**src/rtl/imem_loader.sv**
```systemverilog
// imem_loader: serial byte-stream loader for the instruction memory.
// Assembles little-endian words from a valid/ready byte stream and writes
// them to sequential word addresses from 0, holding the CPU in reset meanwhile.
module imem_loader #(
  parameter int unsigned n = 32,
  parameter int unsigned r = 6
) (
  input  logic         clk,
  input  logic         reset_n,
  input  logic         start,
  input  logic [r:0]   len,
  input  logic         byte_valid,
  input  logic [7:0]   byte_data,
  output logic         byte_ready,
  output logic         mem_we,
  output logic [r-1:0] mem_addr,
  output logic [n-1:0] mem_wdata,
  output logic         busy,
  output logic         done,
  output logic         cpu_hold,
  output logic [r:0]   word_count
);

  localparam int unsigned NB = n / 8;
  localparam int unsigned BW = (NB > 1) ? $clog2(NB) : 1;

  typedef enum logic [1:0] {IDLE, RECV, WRITE, DONE} state_t;

  state_t        state, state_nxt;
  logic [r:0]    len_q;
  logic [r:0]    wc_inc;
  logic [BW-1:0] byte_idx;
  logic          last_byte;

  assign wc_inc    = word_count + (r+1)'(1);
  assign last_byte = (byte_idx == BW'(NB - 1));

  // State register
  always_ff @(posedge clk or negedge reset_n) begin
    if (!reset_n) state <= IDLE;
    else          state <= state_nxt;
  end

  // Next-state logic; all outputs decode from the state register only
  always_comb begin
    state_nxt  = state;
    byte_ready = 1'b0;
    mem_we     = 1'b0;
    busy       = 1'b0;
    done       = 1'b0;
    cpu_hold   = 1'b0;
    case (state)
      IDLE: begin
        if (start) state_nxt = (len == '0) ? DONE : RECV;
      end
      RECV: begin
        byte_ready = 1'b1;
        busy       = 1'b1;
        cpu_hold   = 1'b1;
        if (byte_valid && last_byte) state_nxt = WRITE;
      end
      WRITE: begin
        mem_we    = 1'b1;
        busy      = 1'b1;
        cpu_hold  = 1'b1;
        state_nxt = (wc_inc == len_q) ? DONE : RECV;
      end
      DONE: begin
        done      = 1'b1;
        state_nxt = IDLE;
      end
      default: state_nxt = IDLE;
    endcase
  end

  // Datapath: session setup, byte assembly, address/count advance
  always_ff @(posedge clk or negedge reset_n) begin
    if (!reset_n) begin
      len_q      <= '0;
      word_count <= '0;
      mem_addr   <= '0;
      mem_wdata  <= '0;
      byte_idx   <= '0;
    end else begin
      case (state)
        IDLE: begin
          if (start) begin
            len_q      <= len;
            word_count <= '0;
            mem_addr   <= '0;
            byte_idx   <= '0;
          end
        end
        RECV: begin
          if (byte_valid) begin
            mem_wdata[int'(byte_idx)*8 +: 8] <= byte_data;
            if (!last_byte) byte_idx <= byte_idx + BW'(1);
          end
        end
        WRITE: begin
          word_count <= wc_inc;
          mem_addr   <= mem_addr + r'(1);
          byte_idx   <= '0;
        end
        default: ;
      endcase
    end
  end

endmodule

```
**config.mk**
```make
export PLATFORM = sky130hd
export DESIGN_NAME = imem_loader
export DESIGN_NICKNAME = d
export VERILOG_FILES = /design/src/rtl/imem_loader.sv
export SDC_FILE = /design/constraint.sdc
export NUM_CORES = 1
export LEC_CHECK = 0
export CAP_MARGIN = 20
export CELL_PAD_IN_SITES_DETAIL_PLACEMENT = 1
export CELL_PAD_IN_SITES_GLOBAL_PLACEMENT = 1
export CORE_MARGIN = 3
export CORE_UTILIZATION = 35
export CTS_CLUSTER_DIAMETER = 120
export DETAILED_ROUTE_END_ITERATION = 10
export GPL_ROUTABILITY_DRIVEN = 0
export PLACE_DENSITY = 0.8
export RECOVER_POWER = 25
export REMOVE_ABC_BUFFERS = 1
export SLEW_MARGIN = 20
export SYNTH_ARGS = -nofsm -noshare
export SYNTH_HDL_FRONTEND = slang
export SYNTH_SLANG_ARGS = --single-unit
```
**constraint.sdc**
```tcl
create_clock -name clk -period 1.77 [get_ports clk]
set_clock_uncertainty 0.1 [all_clocks]
set_input_delay 0.354 -clock clk [delete_from_list [all_inputs] [get_ports clk]]
set_output_delay 0.354 -clock clk [all_outputs]
set_load 0.02 [all_outputs]
```
==> reports/results.ini <==
[synthesis]
ys_types = 43
yosysSeqAreaShare_pct = 51.31
syn_inst = 221
synth_edf_count = 0
netlist_area_um2 = 2731
async_flop_share_pct = 100.0
syn_area_per_cell_um2 = 12.36
synth_seq_cells = 56
ys_warn_count = 0
ys.flop_type = dfrtp_1

[global_routing]
grt_use_total_pct = 17.73
antenna_found_initial = 0
grt_pass1_wl_um = 12540
first_global_vias = 2396
grt_max_degree = 29
gr-total-overflow = 0

[die]
core-area_um2 = 7408
initial_utilization_pct = 36.87
die_w_um = 94.34
num_rows = 31
io_pins = 69
fp.dieH_um = 94.34
die_area_um2 = 8900

[final_layout]
diodes = 0
final_cell_mix = dfrtp_1 (53), a22o_1 (37), buf_4 (31)
nNetsFinal = 357
stdcell_area_um2 = 3980
drive_above_1_share_pct = 26.91
fillCellCount = 776
synthToLayoutAreaGrowth_pct = 45.72
layout_commonest_cell = dfrtp_1

[routing]
drt_iter0_markers = 43
first_pass_iters = 4
ant_nets = 0
vias_per_cell = 5.270
drc = 0
vias = 2245
wirelength_um = 7565
wire_per_inst_um = 17.76

[power_and_ir_drop]
p_int_mw = 3.061
sequentialPowerShare_pct = 34.7
p_leak_nw = 2.209
pwr_density_cell_nw_per_um2 = 1262
clkPwrFrac_pct = 14.8
combinationalPowerShare_pct = 50.5
peakVddDrop_mv = 0.6491
power_switching_mw = 1.961
switching_share_pct = 39.05

[worst_setup_path]
critical_path_arrival_ps = 1910
crit_path_start_kind = flip-flop
endpoint_kind = flip-flop
worstPathMaxFanout = 6
startpoint = word_count[0]
worstSetupPathType = flip-flop to flip-flop
worstPathRequired_ps = 1930
reg2reg_from = word_count[0]

[sta]
fmaxAchievable_mhz = 569.8
slew_viol_final = 0
hold_violations = 0
post-route-min-period_ps = 1755
setup_tns_ps = 0
grt_setup_unrepaired = true
worst_slew_pin_slew_ps = 542.1
finalSetupViolCount = 0
fin_crit_sh_pct = 99.15
max_slew_margin_pct = 63.86

[cts]
cts_tree = done
clk_latency_ps = 310
cts_root_buf = clkbuf_8
clk_pin_slew_worst_paths_ps = 110
h-tree-depth = 2
cts_buffers = 5
cts_buffer_depth = 2
clock_sinks = 56

[placement]
dp_hpwl_um = 5676
placed_area_um2 = 3756
port_buffers = 68

[outcome]
status = completed

[flow_run]
maxCapViolations = 0

[min_path]
holdCritPathClass = flip-flop to flip-flop
hp-start = mem_wdata[16]

==> cell type report <==
| type | count | area, um2 | area share [%] |
|---|---|---|---|
| Multi-Input combinational cell | 150 | 1331 | 33.45 |
| Sequential cell | 56 | 1405 | 35.30 |
| Inverter | 6 | 22.52 | 0.5659 |
| Tap cell | 99 | 123.9 | 3.112 |
| Clock buffer | 5 | 68.82 | 1.729 |
| Clock inverter | 3 | 25.02 | 0.6287 |
| Timing Repair Buffer | 107 | 1003 | 25.21 |
==> path summary, 6_finish.rpt <==
check | end | slack, ps | cells after the start
max | state[1] | 20 | 6
min | mem_wdata[16] | 410 | 1
max reg2reg | state[1] | 20 | 6
min reg2reg | mem_wdata[16] | 410 | 1
max in group asynchronous | mem_wdata[13] | 260 | 3
min in group asynchronous | mem_wdata[17] | 450 | 2
==> timing repair <==
item	4_1_cts	5_1_grt
hold buffers	1	0
setup endpoints to repair	49	56
pin swaps	2	4
gates cloned	0	0
setup buffers	3	0
hold endpoints to repair	20	0
resized for setup	51	40
==> cells by family (layout without fill, tap and decap cells) <==
family	count (synthesis)	count (layout)	synth area share [%]
adders and majority gates	12	12	5.497
xor gates and xnor gates	12	12	3.848
muxes	11	11	4.810
and+or+nand+nor	54	54	13.88
buffers and inverters	15	121	3.114
AOI/OAI and AO/OA	61	61	17.54
DFF	56	56	51.31
==> per-layer routing <==
metal | up-vias | global-route usage [%] | wire, um
li1 | 1031 | - | -
met1 | 1138 | 23.11 | 3299
met2 | 70 | 29.91 | 3755
met3 | 6 | 3.984 | 440
met4 | 0 | 4.573 | 69
met5 | - | 0 | 0
==> registers in the layout (all words and copies together) (netlist names) <==
register / cells
state: 2
mem_addr: 6
byte_idx: 2
len_q: 7
word_count: 7
mem_wdata: 32
==> power by group through the flow <==
| stage | Combinational [mW] | Sequential [mW] | Clock [mW] |
|---|---|---|---|
| global route | 2.80 | 1.79 | 0.836 |
| global placement | 2.38 | 1.75 | 0 |
| floorplan | 1.16 | 1.92 | 0 |
| detailed placement | 2.46 | 1.77 | 0 |
| finish | 2.53 | 1.74 | 0.744 |
| CTS | 2.45 | 1.74 | 0.774 |
==> cells in the mapped netlist (all sizes together), types with 2 or more instances <==
master	number	area share, %
nor4b	2	1.2
nor3	3	0.55
inv	6	0.82
nand2b	2	0.46
clkbuf	2	0.32
mux2	7	2.9
a21o	3	0.87
nand4	3	0.69
mux2i	4	1.9
dfrtp	56	51
ha	12	5.5
buf	7	2.0
nor3b	2	0.55
o21ai	13	2.4
a32o	2	0.73
nand2	12	1.9
a21oi	3	0.55
xor2	4	1.3
a22o	37	12
nand3	9	2.7
xnor2	8	2.6
nor2	13	2.1
nor4	4	2.6
==> worst max-delay path, cell delays in order (launching register included) <==
cell and delay (ps):
dfrtp_1 430, ha_4 200, xor2_1 160, o211ai_1 170
mux2i_1 110, o41ai_2 380, a21o_1 160
==> stage by stage <==
step / cells / hold slack (ps) / utilization (%) / total power, mW / worst slack [ps]
after floorplan: 212 / -41.59 / - / 3.080 / -158.5
after global placement: 414 / 235.9 / 50.70 / 4.136 / -119.0
after detailed placement: 414 / 254.9 / 50.70 / 4.230 / -147.2
after CTS: 426 / 420.2 / 52.17 / 4.966 / -9.294
after global routing: 426 / 424.8 / 53.72 / 5.418 / -64.02
final: 426 / 411.2 / 53.72 / 5.022 / 15.06
Power figures use the tool's default switching activity.
